File: config.mk
export PLATFORM = sky130hd
export DESIGN_NAME = vga_timing_gen_flat
export DESIGN_NICKNAME = d
export VERILOG_FILES = /design/src/rtl/vga_if.sv /design/src/rtl/vga_timing_gen.sv /design/src/flat_wrapper.sv
export SDC_FILE = /design/constraint.sdc
export NUM_CORES = 1
export LEC_CHECK = 0
export CAP_MARGIN = 0
export CORE_AREA = 2 2 79 51
export DETAILED_ROUTE_END_ITERATION = 10
export DIE_AREA = 0 0 81 53
export HOLD_SLACK_MARGIN = 0.03
export PLACE_DENSITY = 0.76
export SYNTH_ARGS = -nofsm -noshare
export SYNTH_HDL_FRONTEND = slang
export SYNTH_SLANG_ARGS = --single-unit
File: constraint.sdc
create_clock -name Clk -period 3.2 [get_ports Clk]
set_input_delay 0.8 -clock Clk [delete_from_list [all_inputs] [get_ports Clk]]
set_output_delay 0.8 -clock Clk [all_outputs]
set_load 0.01 [all_outputs]
File: src/rtl/vga_if.sv
// vga_if: raster timing and pixel coordinate bundle from the timing generator to the DAC/color path.
interface vga_if;
   logic       VGA_CLK;
   logic       VGA_HS;
   logic       VGA_VS;
   logic       VGA_BLANK_N;
   logic       VGA_SYNC_N;
   logic [9:0] DrawX;
   logic [9:0] DrawY;
   logic       pixel_en;
   logic       frame_start;
   modport master (output VGA_CLK, VGA_HS, VGA_VS, VGA_BLANK_N, VGA_SYNC_N, DrawX, DrawY, pixel_en, frame_start);
   modport slave (input VGA_CLK, VGA_HS, VGA_VS, VGA_BLANK_N, VGA_SYNC_N, DrawX, DrawY, pixel_en, frame_start);
endinterface

File: src/rtl/vga_timing_gen.sv
// vga_timing_gen: free-running raster counters with a divide-by-2 pixel enable and registered syncs.
module vga_timing_gen #(
   parameter int H_VISIBLE = 640,
   parameter int H_FP      = 16,
   parameter int H_SYNC    = 96,
   parameter int H_BP      = 48,
   parameter int V_VISIBLE = 480,
   parameter int V_FP      = 10,
   parameter int V_SYNC    = 2,
   parameter int V_BP      = 33
) (
   input  logic Clk,
   input  logic Reset,
   vga_if.master vga
);
   localparam logic [9:0] H_LAST = 10'(H_VISIBLE + H_FP + H_SYNC + H_BP - 1);
   localparam logic [9:0] V_LAST = 10'(V_VISIBLE + V_FP + V_SYNC + V_BP - 1);
   localparam logic [9:0] H_VIS  = 10'(H_VISIBLE);
   localparam logic [9:0] V_VIS  = 10'(V_VISIBLE);
   localparam logic [9:0] HS_ON  = 10'(H_VISIBLE + H_FP);
   localparam logic [9:0] HS_OFF = 10'(H_VISIBLE + H_FP + H_SYNC - 1);
   localparam logic [9:0] VS_ON  = 10'(V_VISIBLE + V_FP);
   localparam logic [9:0] VS_OFF = 10'(V_VISIBLE + V_FP + V_SYNC - 1);
   logic       div_q;
   logic [9:0] h_q, h_d, v_q, v_d;
   logic       hs_q, hs_d, vs_q, vs_d, blank_n_q, blank_n_d;
   // Syncs and blank derive from the next counters so they line up with DrawX/DrawY.
   always_comb begin
      h_d       = div_q ? ((h_q == H_LAST) ? 10'd0 : h_q + 10'd1) : h_q;
      v_d       = (div_q && h_q == H_LAST) ? ((v_q == V_LAST) ? 10'd0 : v_q + 10'd1) : v_q;
      hs_d      = !(h_d >= HS_ON && h_d <= HS_OFF);
      vs_d      = !(v_d >= VS_ON && v_d <= VS_OFF);
      blank_n_d = (h_d < H_VIS) && (v_d < V_VIS);
   end
   always_ff @(posedge Clk or posedge Reset) begin
      if (Reset) begin
         div_q     <= 1'b0;
         h_q       <= 10'd0;
         v_q       <= 10'd0;
         hs_q      <= 1'b1;
         vs_q      <= 1'b1;
         blank_n_q <= 1'b1;
      end else begin
         div_q     <= ~div_q;
         h_q       <= h_d;
         v_q       <= v_d;
         hs_q      <= hs_d;
         vs_q      <= vs_d;
         blank_n_q <= blank_n_d;
      end
   end
   assign vga.VGA_CLK     = div_q;
   assign vga.pixel_en    = div_q;
   assign vga.VGA_HS      = hs_q;
   assign vga.VGA_VS      = vs_q;
   assign vga.VGA_BLANK_N = blank_n_q;
   assign vga.VGA_SYNC_N  = 1'b0;
   assign vga.DrawX       = h_q;
   assign vga.DrawY       = v_q;
   assign vga.frame_start = (h_q == 10'd0) && (v_q == 10'd0) && !div_q;
endmodule

File: src/flat_wrapper.sv
// flat-port wrapper written by rule: the top's interface ports become plain ports
module vga_timing_gen_flat 
#(
   parameter int H_VISIBLE = 640,
   parameter int H_FP      = 16,
   parameter int H_SYNC    = 96,
   parameter int H_BP      = 48,
   parameter int V_VISIBLE = 480,
   parameter int V_FP      = 10,
   parameter int V_SYNC    = 2,
   parameter int V_BP      = 33
)
  (Clk, Reset, vga_VGA_CLK, vga_VGA_HS, vga_VGA_VS, vga_VGA_BLANK_N, vga_VGA_SYNC_N, vga_DrawX, vga_DrawY, vga_pixel_en, vga_frame_start);
  vga_if vga_i ();
  input  logic Clk;
  input  logic Reset;
  output wire logic [$bits(vga_i.VGA_CLK)-1:0] vga_VGA_CLK;
  output wire logic [$bits(vga_i.VGA_HS)-1:0] vga_VGA_HS;
  output wire logic [$bits(vga_i.VGA_VS)-1:0] vga_VGA_VS;
  output wire logic [$bits(vga_i.VGA_BLANK_N)-1:0] vga_VGA_BLANK_N;
  output wire logic [$bits(vga_i.VGA_SYNC_N)-1:0] vga_VGA_SYNC_N;
  output wire logic [$bits(vga_i.DrawX)-1:0] vga_DrawX;
  output wire logic [$bits(vga_i.DrawY)-1:0] vga_DrawY;
  output wire logic [$bits(vga_i.pixel_en)-1:0] vga_pixel_en;
  output wire logic [$bits(vga_i.frame_start)-1:0] vga_frame_start;
  assign vga_VGA_CLK = vga_i.VGA_CLK;
  assign vga_VGA_HS = vga_i.VGA_HS;
  assign vga_VGA_VS = vga_i.VGA_VS;
  assign vga_VGA_BLANK_N = vga_i.VGA_BLANK_N;
  assign vga_VGA_SYNC_N = vga_i.VGA_SYNC_N;
  assign vga_DrawX = vga_i.DrawX;
  assign vga_DrawY = vga_i.DrawY;
  assign vga_pixel_en = vga_i.pixel_en;
  assign vga_frame_start = vga_i.frame_start;
  vga_timing_gen #(.H_VISIBLE(H_VISIBLE), .H_FP(H_FP), .H_SYNC(H_SYNC), .H_BP(H_BP), .V_VISIBLE(V_VISIBLE), .V_FP(V_FP), .V_SYNC(V_SYNC), .V_BP(V_BP)) u_core (.Clk(Clk), .Reset(Reset), .vga(vga_i));
endmodule
==> results of run 1 <==
-- registers in the layout, indices dropped and copies added, names as in the netlist --
| name | count |
|---|---|
| u_core.vga.DrawX | 10 |
| u_core.vga.VGA_BLANK_N | 1 |
| u_core.vga.VGA_HS | 1 |
| u_core.vga.DrawY | 10 |
| u_core.vga.VGA_CLK | 1 |
| u_core.vga.VGA_VS | 1 |
-- layout make-up --
class | instances | area, sq um
Clock buffer | 3 | 41.3
Clock inverter | 1 | 30.0
Fill cell | 323 | 1650
Inverter | 12 | 45.0
Multi-Input combinational cell | 119 | 836
Sequential cell | 24 | 604
Tap cell | 47 | 58.8
Timing Repair Buffer | 27 | 270
-- worst max-delay path, cell delays in order (launching register included) --
cell and delay, ns:
sky130_fd_sc_hd__dfrtp_1 0.46, sky130_fd_sc_hd__inv_1 0.09, sky130_fd_sc_hd__ha_1 0.13, sky130_fd_sc_hd__nor4b_1 0.35
sky130_fd_sc_hd__nand2_1 0.10, sky130_fd_sc_hd__nor3_1 0.18, sky130_fd_sc_hd__clkdlybuf4s50_1 0.56
-- how the worst min path moves through the flow --
stage	cells after the start	endpoint	start	slack, ns
final	1	u_core.vga.DrawY[8]	u_core.vga.DrawY[8]	0.57
after global routing	1	u_core.vga.DrawY[8]	u_core.vga.DrawY[8]	0.60
after CTS	1	u_core.vga.DrawY[8]	u_core.vga.DrawY[8]	0.58
after detailed placement	1	u_core.vga.DrawY[8]	u_core.vga.DrawY[8]	0.56
after global placement	1	u_core.vga.DrawY[8]	u_core.vga.DrawY[8]	0.56
after floorplan	1	u_core.vga.VGA_BLANK_N	u_core.vga.DrawY[8]	0.55
-- power by group through the flow --
stage	Clock [mW]	Combinational, mW	Sequential, mW
2_1_floorplan	0	0.00590	0.309
3_3_place_gp	0	0.00779	0.309
3_5_place_dp	0	0.00798	0.309
4_1_cts	0.275	0.00794	0.303
5_1_grt	0.287	0.00909	0.303
6_report	0.271	0.00739	0.303
-- layout by cell type (no fill, tap or decap), types with 2 or more instances in the layout --
cell                              count
sky130_fd_sc_hd__or2_2                3
sky130_fd_sc_hd__nor3_1               7
sky130_fd_sc_hd__a21oi_1              3
sky130_fd_sc_hd__dfrtp_1             21
sky130_fd_sc_hd__dfstp_2              3
sky130_fd_sc_hd__xor2_1               3
sky130_fd_sc_hd__inv_1               12
sky130_fd_sc_hd__clkbuf_8             3
sky130_fd_sc_hd__nand3_1             11
sky130_fd_sc_hd__and4_1               3
sky130_fd_sc_hd__nand4_1              4
sky130_fd_sc_hd__and2_1               4
sky130_fd_sc_hd__nand3b_1             2
sky130_fd_sc_hd__nand2_1             15
sky130_fd_sc_hd__and4_2               2
sky130_fd_sc_hd__o31ai_1              2
sky130_fd_sc_hd__o21ai_0              6
sky130_fd_sc_hd__xnor2_1              6
sky130_fd_sc_hd__o2111ai_1            2
sky130_fd_sc_hd__nor4_1               3
sky130_fd_sc_hd__and3_1               2
sky130_fd_sc_hd__clkdlybuf4s50_1     27
sky130_fd_sc_hd__or3_1                2
sky130_fd_sc_hd__ha_1                 4
sky130_fd_sc_hd__nor2_1               5
-- per-layer routing --
layer  wire length, um  share of wire (%)
met5                 0                  0
met3               252                7.0
met4                14               0.39
met1              1810                 50
met2              1540                 43
-- through the flow --
| stage | utilization, % | power (mW) | hold slack (ns) | cells | setup WS [ns] |
|---|---|---|---|---|---|
| 2_1_floorplan | - | 0.315 | 0.552 | 163 | 0.888 |
| 3_3_place_gp | 51.4 | 0.317 | 0.559 | 229 | 0.602 |
| 3_5_place_dp | 51.4 | 0.317 | 0.561 | 229 | 0.554 |
| 4_1_cts | 53.4 | 0.586 | 0.577 | 233 | 0.232 |
| 5_1_grt | 53.4 | 0.599 | 0.605 | 233 | 0.108 |
| 6_report | 53.4 | 0.581 | 0.572 | 233 | 0.252 |
-- logic make-up after synthesis --
kind of cell / synth area share [%]
buffers and inverters: 7.25
AND/OR/NAND/NOR: 28.2
XOR/XNOR: 5.08
AO/OA/AOI/OAI: 15.7
multiplexers: 1.37
flip-flops: 38.9
adder cells (fa/ha/maj): 3.22
other: 0.242
==> reports/results.md, run 1 <==
| Metric | This run | Unit |
| --- | --- | --- |
| Worst Tran Pin Value | 0.897 | ns |
| Port bufs | 27 | - |
| Die W | 81 | um |
| Number of antenna violations at the first check in global routing | 0 | - |
| Growth of design area from synthesis to finish | 21.4 | % |
| Number of DRC violations after detailed-routing iteration 0 | 104 | - |
| Most instantiated cells after synthesis | sky130_fd_sc_hd__dfrtp_1, sky130_fd_sc_hd__nand2_1, sky130_fd_sc_hd__inv_1, sky130_fd_sc_hd__nand3_1, sky130_fd_sc_hd__nor3_1 | - |
| Detail-routed via count per cell | 5.83 | - |
| Total wire length | 3.62 | mm |
| Post-Syn Area per Cell | 9.53 | sq um |
| CTS buffer count | 3 | - |
| Cell types occupying the most area after synthesis | sky130_fd_sc_hd__dfrtp_1, sky130_fd_sc_hd__dfstp_2, sky130_fd_sc_hd__nand2_1, sky130_fd_sc_hd__nand3_1, sky130_fd_sc_hd__xnor2_1 | - |
| CP arrival | 2.15 | ns |
| Internal Pwr Total | 0.472 | mW |
| Share of post-route cells with drive strength above 1 | 11.8 | % |
| Power density over the cells | 308 | nW/um^2 |
| Count leader, synth | sky130_fd_sc_hd__dfrtp_1 | - |
| Number of nets at the end of the flow | 193 | - |
| Clk pin slew, worst setup/hold paths | 0.09 | ns |
| Number of synthesized flops with an enable pin | 0 | - |
| R2r worst-path depth | 6 | - |
| Top FF cell, synth | sky130_fd_sc_hd__dfrtp_1 | - |
| Pin count of the biggest net entering global routing | 25 | - |
| Startpoint of the worst register-to-register path | u_core.vga.DrawX[1] | - |
| Number of global-route vias before repair | 1182 | - |
| Net switching power | 0.110 | mW |
| #FFs+latches synth | 24 | - |
| Final Wtd Congestion | 0.848 | - |
| Total global-route track usage | 18.3 | % |
| Element type at the critical path start | register | - |
| Area of the core | 3530 | sq um |
| Slew Limit Fails | 0 | - |
| First-pass DRT Iterations | 4 | - |
| Critical path launch point | u_core.vga.DrawY[0] | - |
| Max rail drop VDD | 0.196 | mV |
| Met3 Use GR | 4.44 | % |
| Busiest grt layer | met1 | - |
| Number of buffers inserted by hold repair at cts | 0 | - |
| Most area-hungry cell type in the Yosys netlist | sky130_fd_sc_hd__dfrtp_1 | - |
| Max Cap Violations | 0 | - |
| Element type at the critical path end | output pin | - |
| Area post-placement | 1810 | sq um |
| Routed length per instance | 15.5 | um |
| Portion of the post-synthesis area used by sequential elements | 38.9 | % |
| Drt drc | 0 | - |
| IO Pins | 29 | - |
| Run status | completed | - |
| Endpoint of the worst setup timing path | vga_frame_start | - |
| Cell at the root of the clock tree | sky130_fd_sc_hd__clkbuf_8 | - |
| Clock tree from TritonCTS | yes | - |
| Wire length of the first global-routing pass | 5.93 | mm |
| Count of mapped cells out of synthesis | 163 | - |
| Crit path kind | register to output pin | - |
| Number of hold-slack violations in the final timing report | 0 | - |
| Post-CTS Setup Bufs | 0 | - |
| Met1 GRT Util | 27.5 | % |
| Routed via count | 1358 | - |
| Final setup violation count | 0 | - |
| RSZ-0062 raised after global routing | no | - |
| Capturing point of the worst reg2reg path | u_core.vga.VGA_VS | - |
| Rows | 17 | - |
| Final critical delay including setup and external delays | 2.95 | ns |
| Die Span Y | 53 | um |
| Initial core utilization | 44.0 | % |
| Diode insertion count for antenna repair | 0 | - |
| Net switching share of the total power | 18.8 | % |
| Clock sinks | 24 | - |
| Post-detailed-route count of antenna-violating nets | 0 | - |
| WP data required | 2.40 | ns |
| Maximum fanout along the worst path | 7 | - |
| PostCTS Resize Cnt | 0 | - |
| Static Leak | 0.773 | nW |
| Setup slack of the most critical reg-to-reg path | 0.61 | ns |
| Fmax | 339 | MHz |
| Power share of the clock group | 46.6 | % |
| Clock skew | 0.00155 | ns |
| Total number of H-tree levels | 1 | - |
| Synth cell types | 59 | - |
| Area share of the largest cell type after synthesis | 33.8 | % |
| Relative contribution of sequential cells to total power | 52.2 | % |
| Async set-reset flop share out of synthesis | 100 | % |
| Final HPWL DP | 2.70 | mm |
| Portion of the clock cycle consumed by the worst path in the final layout | 92.1 | % |
| Met2 routing resource usage after global routing | 26.7 | % |
| Net count after synthesis | 169 | - |
| Longest Clk Path Bufs | 2 | - |
| Share of power burned in combinational logic | 1.3 | % |
| Clock network latency to the later pin of the worst-skew pair | 0.27 | ns |
| Worst min-delay path category | register to register | - |
| Final cell area excluding filler cells | 1890 | sq um |
| Setup TNS | 0 | ns |
| Overflow after GRT | 0 | - |
| Yosys warning total | 0 | - |
| Die outline area | 4290 | sq um |
| Post-synthesis instance area | 1550 | sq um |
| Max transition margin | 40.1 | % |
No activity file was read; power rests on OpenSTA's default activity.
==> inputs of run 2 (changes only) <==
--- a/config.mk
+++ b/config.mk
@@ -9,8 +9,9 @@
 export CORE_AREA = 2 2 79 51
 export DETAILED_ROUTE_END_ITERATION = 10
 export DIE_AREA = 0 0 81 53
+export DONT_BUFFER_PORTS = 1
 export HOLD_SLACK_MARGIN = 0.03
-export PLACE_DENSITY = 0.76
+export PLACE_DENSITY = 0.65
 export SYNTH_ARGS = -nofsm -noshare
 export SYNTH_HDL_FRONTEND = slang
 export SYNTH_SLANG_ARGS = --single-unit
==> run 2 against run 1 <==
Against the previous run: via count shrank 4.6%; utilization shrank 8.1 points; final area shrank 15%; global-route usage grew 0.96 points; combinational power shrank 13%; die area is the same; largest power group unchanged; wire length grew 3.8%; critical endpoint unchanged.
==> reports/results.md, run 2 (synthesis gave the netlist of run 1 again) <==
| Metric | This run | Unit | vs previous |
| --- | --- | --- | --- |
| Diode insertion count for antenna repair | 0 | - | unchanged |
| Fillcell total | 345 | - | +6.8% |
| Clock network latency to the later pin of the worst-skew pair | 0.27 | ns | about the same |
| Die outline area | 4290 | sq um | unchanged |
| Post-place setup slack | 0.668 | ns | +0.114 ns |
| RSZ-0062 raised after global routing | no | - |  |
| Total global-route track usage | 19.3 | % | +0.96 points |
| Routed length per instance | 18.2 | um | +17% |
| Max rail drop VDD | 0.125 | mV | -36% |
| Clock sinks | 24 | - | unchanged |
| Portion of the clock cycle consumed by the worst path in the final layout | 81.9 | % | -10 points |
| Cell at the root of the clock tree | sky130_fd_sc_hd__clkbuf_8 | - |  |
| Max transition margin | 37.7 | % | -2.5 points |
| Final HPWL DP | 2.78 | mm | +3.1% |
| Longest Clk Path Bufs | 2 | - | unchanged |
| Maximum fanout along the worst path | 6 | - | -1 |
| Fmax | 382 | MHz | +12% |
| Wire length of the first global-routing pass | 6.07 | mm | +2.2% |
| Element type at the critical path start | register | - |  |
| Number of buffers inserted by hold repair at cts | 0 | - | unchanged |
| PostCTS Resize Cnt | 0 | - | unchanged |
| Element type at the critical path end | output pin | - |  |
| Setup slack of the critical path after layout | 0.579 | ns | +0.327 ns |
| Clock tree from TritonCTS | yes | - |  |
| Critical Path, Cell by Cell | inv_1 -> ha_1 -> nor4b_1 -> nand2_1 -> nor3_1 | - |  |
| Post-detailed-route count of antenna-violating nets | 0 | - | unchanged |
| Growth of design area from synthesis to finish | 2.98 | % |  |
| Final Wtd Congestion | 0.942 | - | +11% |
| First-pass DRT Iterations | 4 | - | unchanged |
| Worst Tran Pin Value | 0.934 | ns | +0.0369 ns |
| Number of nets at the end of the flow | 166 | - | -14% |
| Drt drc | 0 | - | unchanged |
| Detail-routed via count per cell | 6.29 | - | +7.9% |
| Most used cells in the layout excluding fill and tap cells | sky130_fd_sc_hd__dfrtp_1, sky130_fd_sc_hd__nand2_1, sky130_fd_sc_hd__inv_1 | - |  |
| Setup TNS | 0 | ns | unchanged |
| Number of antenna violations at the first check in global routing | 0 | - | unchanged |
| Worst min-delay path category | primary input to async pin | - |  |
| Slew Limit Fails | 0 | - | unchanged |
| Number of hold-slack violations in the final timing report | 0 | - | unchanged |
| Initial core utilization | 44.0 | % | unchanged |
| Run status | completed | - |  |
| Clock skew | 0.00389 | ns | +0.00234 ns |
| Longest individual stage delay on the worst path | 0.48 | ns | -0.08 ns |
| Total wire length | 3.75 | mm | +3.8% |
| R2r worst-path depth | 6 | - | unchanged |
| WP data required | 2.40 | ns | about the same |
| Power density over the cells | 326 | nW/um^2 | +5.7% |
| Capturing point of the worst reg2reg path | u_core.vga.VGA_VS | - |  |
| CP arrival | 1.82 | ns | -0.33 ns |
| Total number of H-tree levels | 1 | - | unchanged |
| Routed via count | 1295 | - | -4.6% |
| Die W | 81 | um | unchanged |
| Number of global-route vias before repair | 1162 | - | -1.7% |
| Clk pin slew, worst setup/hold paths | 0.09 | ns | about the same |
| Most frequent standard cell in the layout excluding fill and tap cells | sky130_fd_sc_hd__dfrtp_1 | - |  |
| Startpoint of the worst register-to-register path | u_core.vga.DrawX[0] | - |  |
| Pin count of the biggest net entering global routing | 25 | - | unchanged |
| Setup slack of the most critical reg-to-reg path | 0.64 | ns | +0.03 ns |
| Final setup violation count | 0 | - | unchanged |
| Final critical delay including setup and external delays | 2.62 | ns | -0.327 ns |
| Static Leak | 0.667 | nW | -14% |
| Share of post-route cells with drive strength above 1 | 13.8 | % | +2.0 points |
| Rows | 17 | - | unchanged |
| CTS buffer count | 3 | - | unchanged |
| Post-CTS Setup Bufs | 0 | - | unchanged |
| Number of DRC violations after detailed-routing iteration 0 | 194 | - | +87% |
| Die Span Y | 53 | um | unchanged |
| Slowest cell on the critical path | sky130_fd_sc_hd__dfrtp_1 | - |  |
| Overflow after GRT | 0 | - | unchanged |
| Area of the core | 3530 | sq um | unchanged |
| IO Pins | 29 | - | unchanged |
| Crit path kind | register to output pin | - |  |
| Port bufs | 0 | - | -100% |
| Max Cap Violations | 0 | - | unchanged |
-- run 2: cell types whose count changed in the layout (fill, tap and decap cells not counted) --
cell                              before  now
sky130_fd_sc_hd__clkdlybuf4s50_1      27    0
sky130_fd_sc_hd__bufinv_16             1    0
sky130_fd_sc_hd__clkbuf_8              3    4
-- run 2: power by group --
| group | internal, mW | total, mW | leakage (nW) | switching [mW] |
|---|---|---|---|---|
| clock | 0.110 | 0.211 | 0.0288 | 0.101 |
| combinational | 0.0000864 | 0.00644 | 0.327 | 0.00635 |
| sequential | 0.303 | 0.303 | 0.311 | 0 |
| total | 0.413 | 0.521 | 0.667 | 0.108 |
-- run 2: metrics by stage --
step	utilization, %	area (sq um)	cells	power (mW)	hold WS, ns
after CTS	45.3	1600	206	0.526	0.647
after detailed placement	43.7	1540	202	0.316	0.629
final	45.3	1600	206	0.521	0.621
after global routing	45.3	1600	206	0.540	0.669
after floorplan	-	1550	163	0.315	0.552
after global placement	43.7	1540	202	0.316	0.628
-- run 2: final cells by class --
cell class	count	area [sq um]	share of cell area, %
multi-input cells	119	836	52.3
clock buffers	4	55.1	3.44
inverters	12	45.0	2.82
flip-flops and latches	24	604	37.8
well taps	47	58.8	3.68
-- run 2: routing by layer --
layer / up-vias / GRT usage (%) / wire length, um
met5: - / 0 / 0
met4: 0 / 4.52 / 37
met3: 4 / 5.63 / 323
met2: 57 / 25.9 / 1590
met1: 642 / 29.7 / 1810
li1: 592 / - / -
-- run 2: worst max-delay path by stage --
stage,startpoint,end,slack (ns),depth (start not counted)
after floorplan,u_core.vga.DrawX[0],u_core.vga.VGA_VS,0.89,7
after global placement,u_core.vga.DrawX[0],u_core.vga.VGA_VS,0.76,6
after detailed placement,u_core.vga.DrawX[0],u_core.vga.VGA_VS,0.67,6
after CTS,u_core.vga.DrawY[1],vga_frame_start,0.55,5
after global routing,u_core.vga.DrawY[1],vga_frame_start,0.37,5
final,u_core.vga.DrawY[1],vga_frame_start,0.58,5
-- run 2: critical path: cells and delay by family (launching register included) --
family,cells,cell delay (ns)
flip-flops,1,0.48
buffers and inverters,1,0.12
adder cells (fa/ha/maj),1,0.14
AND/OR/NAND/NOR,3,0.81
==> inputs of run 3 (changes only) <==
==> constraint.sdc (replaced) <==
create_clock -name Clk -period 2.6 [get_ports Clk]
set_input_delay 0.65 -clock Clk [delete_from_list [all_inputs] [get_ports Clk]]
set_output_delay 0.65 -clock Clk [all_outputs]
set_load 0.01 [all_outputs]
==> run 3 against run 2 <==
Against the previous run: clock power increased by 60%; total power up 38%; sequential power is 23% higher; critical endpoint is now u_core.vga.VGA_VS; highest routed layer unchanged.
==> reports/results.md, run 3 (synthesis gave the netlist of run 1 again) <==
| Metric | This run | Unit | vs previous |
| --- | --- | --- | --- |
| Die outline area | 4290 | sq um | unchanged |
| Share of post-route cells with drive strength above 1 | 20.0 | % | +6.2 points |
| Worst Tran Pin Value | 0.914 | ns | -0.0204 ns |
| RSZ-0062 raised after global routing | no | - |  |
| Element type at the critical path start | register | - |  |
| Pin count of the biggest net entering global routing | 25 | - | unchanged |
| Routed length per instance | 17.2 | um | -5.8% |
| Post-detailed-route count of antenna-violating nets | 0 | - | unchanged |
| Clock network latency to the later pin of the worst-skew pair | 0.27 | ns | about the same |
| Power density over the cells | 422 | nW/um^2 | +30% |
| Detail-routed via count per cell | 6.09 | - | -3.1% |
| Diode insertion count for antenna repair | 0 | - | unchanged |
| Final HPWL DP | 2.78 | mm | about the same |
| Final Wtd Congestion | 0.932 | - | -1.1% |
| Total global-route track usage | 18.8 | % | -0.46 points |
| Static Leak | 0.728 | nW | +9.3% |
| Relative contribution of sequential cells to total power | 51.9 | % | -6.3 points |
| Net switching share of the total power | 19.4 | % | -1.3 points |
| CP delay by family, top | simple AND/OR/NAND/NOR gates | - |  |
| Max transition margin | 39.0 | % | +1.4 points |
| Initial core utilization | 44.0 | % | unchanged |
| Clock tree from TritonCTS | yes | - |  |
| Setup TNS | 0 | ns | unchanged |
| Clock sinks | 24 | - | unchanged |
| WP data required | 2.79 | ns | +0.39 ns |
| Port bufs | 0 | - | unchanged |
| Rows | 17 | - | unchanged |
| Crit path kind | register to register | - |  |
| Critical Path, Cell by Cell | nor4b_4 -> nand3_4 -> or3_1 -> a22o_1 -> or4b_1 | - |  |
| Longest individual stage delay on the worst path | 0.55 | ns | +0.07 ns |
| Total number of H-tree levels | 1 | - | unchanged |
| IO Pins | 29 | - | unchanged |
| Worst min-delay path category | primary input to async pin | - |  |
| CTS buffer count | 3 | - | unchanged |
| Fmax | 409 | MHz |  |
| Maximum fanout along the worst path | 10 | - | +4 |
| CP arrival | 2.64 | ns | +0.82 ns |
| Growth of design area from synthesis to finish | 9.67 | % |  |
| Cell at the root of the clock tree | sky130_fd_sc_hd__clkbuf_8 | - |  |
| Final critical delay including setup and external delays | 2.45 | ns |  |
| Element type at the critical path end | register | - |  |
| Share of power burned in combinational logic | 1.1 | % | about the same |
| Clock skew | 0.00266 | ns | -0.00123 ns |
| Die Span Y | 53 | um | unchanged |
| Number of global-route vias before repair | 1204 | - | +3.6% |
| Max Cap Violations | 0 | - | unchanged |
| Number of antenna violations at the first check in global routing | 0 | - | unchanged |
| Run status | completed | - |  |
| Wire length of the first global-routing pass | 6.04 | mm | -0.35% |
| Total buffers and inverters traversed by the critical path | 0 | - | -1 |
| Number of hold-slack violations in the final timing report | 0 | - | unchanged |
| Area of the core | 3530 | sq um | unchanged |
| Drt drc | 0 | - | unchanged |
| Final setup violation count | 0 | - | unchanged |
| Number of nets at the end of the flow | 177 | - | +6.6% |
| Power share of the clock group | 47.0 | % | +6.4 points |
| Clk pin slew, worst setup/hold paths | 0.09 | ns | about the same |
| Internal Pwr Total | 0.579 | mW | +40% |
| Routed via count | 1322 | - | +2.1% |
| Die W | 81 | um | unchanged |
| Number of DRC violations after detailed-routing iteration 0 | 134 | - | -31% |
| Most used cells in the layout excluding fill and tap cells | sky130_fd_sc_hd__dfrtp_1, sky130_fd_sc_hd__nand2_1, sky130_fd_sc_hd__inv_1 | - |  |
| Portion of the clock cycle consumed by the worst path in the final layout | 94.1 | % |  |
| Slowest cell on the critical path | sky130_fd_sc_hd__nor4b_4 | - |  |
| First-pass DRT Iterations | 4 | - | unchanged |
| Total wire length | 3.73 | mm | -0.77% |
| Slew Limit Fails | 0 | - | unchanged |
| Longest Clk Path Bufs | 2 | - | unchanged |
| Setup slack of the critical path after layout | 0.153 | ns | -0.426 ns |
| Final Util | 48.2 | % | +2.9 points |
| Post-place setup slack | 0.188 | ns | -0.480 ns |
| Max rail drop VDD | 0.401 | mV | +220% |
| Overflow after GRT | 0 | - | unchanged |
| Fillcell total | 328 | - | -4.9% |
| Most frequent standard cell in the layout excluding fill and tap cells | sky130_fd_sc_hd__dfrtp_1 | - |  |
| Net switching power | 0.140 | mW | +30% |
-- run 3: cell count changes in the layout (fill, tap and decap cells not counted) --
cell                        previous run  this run
sky130_fd_sc_hd__clkbuf_8              4         3
sky130_fd_sc_hd__bufinv_16             0         1
sky130_fd_sc_hd__nor3_2                1         2
sky130_fd_sc_hd__buf_4                 0        11
sky130_fd_sc_hd__nor3_1                7         6
-- run 3: worst reg2reg max path: stages (launching register included) --
cell	delay [ns]
sky130_fd_sc_hd__dfrtp_1	0.54
sky130_fd_sc_hd__nor4b_4	0.55
sky130_fd_sc_hd__nand3_4	0.18
sky130_fd_sc_hd__or3_1	0.36
sky130_fd_sc_hd__a22o_1	0.24
sky130_fd_sc_hd__or4b_1	0.49
-- run 3: path summary, 6_finish.rpt --
check                                    start                  end  slack, ns  cells past startpoint
max                        u_core.vga.DrawX[5]    u_core.vga.VGA_VS       0.15                      5
min                                      Reset  u_core.vga.DrawY[3]       0.46                      1
max reg2reg                u_core.vga.DrawX[5]    u_core.vga.VGA_VS       0.15                      5
min reg2reg                u_core.vga.DrawX[2]  u_core.vga.DrawX[2]       0.64                      2
max in group asynchronous                Reset  u_core.vga.DrawY[5]       1.58                      1
min in group Clk           u_core.vga.DrawX[2]  u_core.vga.DrawX[2]       0.64                      2
-- run 3: final cells by class --
class                   count  area, sq um  share of cell area [%]
clock buffers               3         41.3                    2.42
clock inverters             1         30.0                    1.76
inverters                  12         45.0                    2.65
multi-input cells         119          841                    49.4
flip-flops and latches     24          604                    35.5
well taps                  47         58.8                    3.45
repair buffers             11         82.6                    4.85
-- run 3: layer usage --
layer	vias to the layer above	part of all wire, %	global-route usage, %
li1	609	-	-
met1	628	47	28.1
met2	77	40	26.0
met3	8	12	5.97
met4	0	1.2	4.52
met5	-	0	0
-- run 3: stage by stage --
stage,instances,power (mW),hold slack [ns],area (sq um)
floorplan,163,0.388,0.552,1550
global placement,213,0.388,0.619,1630
detailed placement,213,0.389,0.620,1630
CTS,217,0.722,0.496,1700
global route,217,0.736,0.531,1700
finish,217,0.719,0.457,1700
-- run 3: power groups by stage --
stage          Sequential (mW)  Clock [mW]  Combinational (mW)
6_report                 0.373       0.338             0.00777
4_1_cts                  0.373       0.341             0.00846
5_1_grt                  0.373       0.354             0.00942
2_1_floorplan            0.380           0             0.00726
3_3_place_gp             0.380           0             0.00800
3_5_place_dp             0.380           0             0.00846
-- run 3: repair_timing --
action,4_1_cts,5_1_grt
hold buffers,0,0
resized for setup,0,1
setup buffers,0,0
endpoints found under the setup margin,0,1
hold endpoints to repair,0,0
==> variant 1, RTL diff (config.mk and constraints of run 3) <==
`h_q` no longer has a reset.
--- a/src/rtl/vga_timing_gen.sv
+++ b/src/rtl/vga_timing_gen.sv
@@ -35,19 +35,21 @@
    always_ff @(posedge Clk or posedge Reset) begin
       if (Reset) begin
          div_q     <= 1'b0;
-         h_q       <= 10'd0;
          v_q       <= 10'd0;
          hs_q      <= 1'b1;
          vs_q      <= 1'b1;
          blank_n_q <= 1'b1;
       end else begin
          div_q     <= ~div_q;
-         h_q       <= h_d;
          v_q       <= v_d;
          hs_q      <= hs_d;
          vs_q      <= vs_d;
          blank_n_q <= blank_n_d;
       end
+   end
+
+   always_ff @(posedge Clk) begin
+      h_q <= h_d;
    end
    assign vga.VGA_CLK     = div_q;
    assign vga.pixel_en    = div_q;
Check against the original RTL: differs if Reset is asserted again (counterexample within 4 cycles, from zero or initial values and one cycle with Reset high); with Reset held inactive, the same outputs for 10 cycles.
==> variant 1 against run 3 <==
- setup slack improved by 0.012 ns
- sequential cell count unchanged
- first-iteration DRC count up 17%
- cell area decreased by 2.9%
- power down 1.1%
- fmax increased by 0.48%
- critical path depth unchanged
- synthesized area decreased by 3.2%
- wire length is 3.6% lower
- largest power group unchanged
==> variant 1: results (changes against run 3) <==
stage,metric,value,unit,change
grt,grt_max_degree,15,,was 25
logic_synthesis,synth_async_sr_flop_share,58.3,%,was 100%
grt,grt_pass1_wl,5570,µm,was 6040 µm
placed_design,preCtsSetupSlack,0.279,ns,was 0.188 ns
grt,antenna_found_initial,0,,unchanged
clock_tree,cts_buffers,3,,unchanged
logic_synthesis,synth_flop_cell,dfrtp_1,,unchanged
routing,routed_via_density,5.94,,was 6.09
clock_tree,clkLatencyLatePin,0.27,ns,about the same
clock_tree,clkTransAtPathRegs,0.09,ns,about the same
routing,drt_iter0_markers,157,,was 134
status,status,"complete, no violations",,unchanged
grt,grt_pass1_vias,1097,,was 1204
worst_setup_path,cp_max_fo,6,,was 10
logic_synthesis,synth_common_cells,"nand2_1, inv_1, dfrtp_1, nand3_1, dfxtp_1",,"was dfrtp_1, nand2_1, inv_1"
worst_setup_path,cp_data_arrival_time,1.79,ns,was 2.64 ns
placed_design,portBuffers,0,,unchanged
timing,worst-slew-pin-transition,0.554,ns,was 0.914 ns
logic_synthesis,ys_types,60,,was 59
logic_synthesis,synth-seq-area-share,36.9,%,was 38.9%
routing,post_drt_wl_per_cell,16.6,µm,was 17.2 µm
placed_design,gp_congestion,0.893,,was 0.932
timing,finClkSkew,0.00207,ns,was 0.00266 ns
logic_synthesis,yosys-top-cells-area,"dfrtp_1, dfxtp_1, dfstp_2",,"was dfrtp_1, dfstp_2, nand2_1"
pwr,vdd_drop_max,0.201,mV,was 0.401 mV
grt,track_usage,17.3,%,was 18.8%
placed_design,dp_hpwl,2750,µm,was 2780 µm
clock_tree,cts_root_buffer,clkbuf_8,,unchanged
pwr,p_leak,0.687,nW,was 0.728 nW
variant 1: where the power goes:
| group | leakage (nW) | internal [mW] | total, mW | switching, mW |
|---|---|---|---|---|
| clock | 0.0357 | 0.206 | 0.335 | 0.129 |
| sequential | 0.263 | 0.371 | 0.371 | 0 |
| combinational | 0.389 | 0.000136 | 0.00501 | 0.00488 |
| total | 0.687 | 0.577 | 0.711 | 0.134 |
variant 1: timing repair:
item / 4_1_cts / 5_1_grt
setup endpoints to repair: 0 / 1
resized for setup: 0 / 1
buffers inserted: 0 / 0
variant 1: routing by layer:
metal | vias up | wire length [µm] | track usage [%]
met3 | 4 | 333 | 5.12
met1 | 612 | 1760 | 25.4
met5 | - | 0 | 0
met2 | 60 | 1460 | 23.8
met4 | 0 | 39 | 5.93
li1 | 614 | - | -
variant 1: cells by family (layout without fill, tap and decap cells):
logic type	count (synthesis)	after routing	synth area share, %
flip-flops	24	24	36.9
other	1	1	0.250
buffers and inverters	20	27	7.49
multiplexers	2	2	1.42
XOR/XNOR	9	9	5.25
AND/OR/NAND/NOR	71	71	29.1
AO/OA/AOI/OAI	32	32	16.2
adder cells (fa/ha/maj)	4	4	3.33
variant 1: critical path, stage by stage (launching register included):
cell	delay [ns]
dfrtp_1	0.48
inv_1	0.11
ha_1	0.16
nor4b_2	0.24
nand2_1	0.09
nor3_1	0.42
variant 1: stage by stage:
step | hold WS [ns] | util [%] | instance area, µm² | power [mW] | std cells
final | 0.303 | 46.8 | 1650 | 0.711 | 217
after CTS | 0.318 | 46.7 | 1650 | 0.722 | 217
after detailed placement | 0.619 | 44.6 | 1580 | 0.384 | 213
after global routing | 0.344 | 46.8 | 1650 | 0.734 | 217
after floorplan | 0.537 | - | 1500 | 0.384 | 163
after global placement | 0.606 | 44.6 | 1580 | 0.384 | 213
variant 1: layout make-up:
class / instances / area, µm²
inverters: 12 / 45.0
clock buffers: 3 / 41.3
fillers: 354 / 1880
flip-flops and latches: 24 / 554
multi-input cells: 119 / 842
well taps: 47 / 58.8
repair buffers: 11 / 82.6
clock inverters: 1 / 30.0
variant 1: final timing paths:
| kind | start | to | slack, ns | cells past startpoint |
|---|---|---|---|---|
| setup / recovery | u_core.vga.DrawY[1] | vga_frame_start | 0.16 | 5 |
| hold / removal | Reset | u_core.vga.DrawY[7] | 0.30 | 1 |
| setup reg to reg | u_core.vga.DrawY[0] | u_core.vga.VGA_VS | 0.26 | 6 |
| hold reg to reg | u_core.vga.DrawY[8] | u_core.vga.VGA_BLANK_N | 0.63 | 1 |
| max in group asynchronous | Reset | u_core.vga.VGA_BLANK_N | 1.93 | 1 |
| min in group Clk | u_core.vga.DrawY[8] | u_core.vga.VGA_BLANK_N | 0.63 | 1 |
==> variant 2, RTL diff (flow settings as in run 3) <==
Without the edit above. `V_BP` is set to 33 in 2 places; all go to 24.
--- a/src/rtl/vga_timing_gen.sv
+++ b/src/rtl/vga_timing_gen.sv
@@ -7,7 +7,7 @@
    parameter int V_VISIBLE = 480,
    parameter int V_FP      = 10,
    parameter int V_SYNC    = 2,
-   parameter int V_BP      = 33
+   parameter int V_BP      = 24
 ) (
    input  logic Clk,
    input  logic Reset,
--- a/src/flat_wrapper.sv
+++ b/src/flat_wrapper.sv
@@ -8,7 +8,7 @@
    parameter int V_VISIBLE = 480,
    parameter int V_FP      = 10,
    parameter int V_SYNC    = 2,
-   parameter int V_BP      = 33
+   parameter int V_BP      = 24
 )
   (Clk, Reset, vga_VGA_CLK, vga_VGA_HS, vga_VGA_VS, vga_VGA_BLANK_N, vga_VGA_SYNC_N, vga_DrawX, vga_DrawY, vga_pixel_en, vga_frame_start);
   vga_if vga_i ();
Formal check against the unedited RTL: no difference found for any inputs over 10 cycles, from zero or initial values and one cycle with Reset high; that may be too few to reach the edited logic, so the function may still have changed.
==> variant 2 against run 3 <==
- final cell count fell by 14%
- power shrank 1.3%
- wire length decreased by 21%
- count of clock-buffer cells in the layout did not move
- largest cell class unchanged
- cell area shrank 12%
- synthesized area is 11% lower
- setup slack lost 0.029 ns
- global-route usage is 3.1 points lower
- register-to-register slack improved by 0.28 ns
- sequential cell count unchanged
==> variant 2: results (changes against run 3) <==
stage,metric,value,unit,change
status,status,"complete, no violations",,unchanged
layout,drive_above_1_share,15.7,%,was 20.0%
logic_synthesis,postSynthAreaPerCell,9.94,µm²,was 9.53 µm²
logic_synthesis,muxShareOfSynthArea,1.81,%,was 1.37%
logic_synthesis,synth_adder_area_share,3.62,%,was 3.22%
routing,drt_iter0_markers,180,,was 134
pwr,vdd_drop_max,0.175,mV,was 0.401 mV
logic_synthesis,ys_types,44,,was 59
routing,wl_met2,1310,µm,was 1510 µm
placed_design,preCtsSetupSlack,0.343,ns,was 0.188 ns
routing,num_vias,1059,,was 1322
worst_setup_path,r2r_start,u_core.vga.DrawX[2],,was u_core.vga.DrawX[5]
timing,slew_headroom,41.4,%,was 39.0%
placed_design,dp_hpwl,2130,µm,was 2780 µm
pwr,p_leak,0.678,nW,was 0.728 nW
worst_setup_path,cp_max_fo,6,,was 10
logic_synthesis,synth_fp_nets,145,,was 169
placed_design,dp_cells,183,,was 213
worst_setup_path,critPathMaxStageDelay,0.46,ns,was 0.55 ns
pwr,finalPower,0.709,mW,was 0.719 mW
worst_setup_path,timing.rr.end,u_core.vga.VGA_HS,,was u_core.vga.VGA_VS
pwr,internal_power,0.579,mW,about the same
logic_synthesis,synth-seq-area-share,43.8,%,was 38.9%
logic_synthesis,synth_common_cells,"dfrtp_1, nand3_1, nand2_1",,"was dfrtp_1, nand2_1, inv_1"
logic_synthesis,synth_compound_area_share,8.79,%,was 15.7%
grt,grt_pass1_wl,5020,µm,was 6040 µm
routing,post_drt_wl_per_cell,15.7,µm,was 17.2 µm
worst_setup_path,crit_slowest_cell,dfrtp_1,,was nor4b_4
pwr,seq_power_share,52.6,%,was 51.9%
layout,instances_no_fill,187,,was 217
logic_synthesis,synth-xor-area-share,8.24,%,was 5.08%
worst_setup_path,reg2reg_slack,0.43,ns,was 0.15 ns
timing,finClkSkew,0.0104,ns,was 0.00266 ns
placed_design,gp_congestion,0.834,,was 0.932
grt,grt_pass1_vias,1055,,was 1204
routing,wl_met1,1430,µm,was 1740 µm
grt,track_usage,15.7,%,was 18.8%
variant 2: cell types whose count changed in the layout (fill, tap and decap cells not counted), sizes merged, moves of 3 or more:
cell   delta
or2       -3
xor2      +6
inv       -5
nand3     +3
and4      -5
nand2     -3
buf       -8
variant 2: final cells by class:
cell class	count	area [µm²]
clock inverter	1	30.0
inverter	7	26.3
timing repair buffer	3	22.5
sequential	24	604
fill	354	2030
tap	47	58.8
clock buffer	3	41.3
multi-input combinational	102	721
variant 2: what timing repair did:
| item | 4_1_cts | 5_1_grt |
|---|---|---|
| hold buffers | 0 | 0 |
| endpoints found under the setup margin | 0 | 1 |
| gates resized for setup | 0 | 1 |
variant 2: per-stage QoR:
stage | cell area (µm²) | hold WS (ns)
after floorplan | 1380 | 0.556
after global placement | 1430 | 0.533
after detailed placement | 1430 | 0.566
after CTS | 1500 | 0.485
after global routing | 1500 | 0.521
final | 1500 | 0.437
variant 2: worst max-delay path by stage:
| stage | start | end | slack, ns | depth (start not counted) |
|---|---|---|---|---|
| global placement | u_core.vga.DrawX[5] | vga_frame_start | 0.35 | 3 |
| CTS | u_core.vga.DrawX[5] | vga_frame_start | 0.04 | 3 |
| floorplan | u_core.vga.DrawX[6] | vga_frame_start | 0.40 | 3 |
| global route | u_core.vga.DrawX[5] | vga_frame_start | 0.009 | 3 |
| detailed placement | u_core.vga.DrawX[5] | vga_frame_start | 0.34 | 3 |
| finish | u_core.vga.DrawX[5] | vga_frame_start | 0.12 | 3 |
variant 2: worst reg2reg max path: stages, from the launching register on:
cell and delay, ns:
dfrtp_1 0.52, nand4_1 0.28, or3_1 0.40, o21ai_2 0.18, mux2_4 0.32, a2111o_1 0.40
variant 2: per-layer routing:
layer	up-vias	GRT usage, %
met2	31	23.6
met4	0	4.80
met3	4	5.63
li1	499	-
met1	525	21.2
met5	-	0
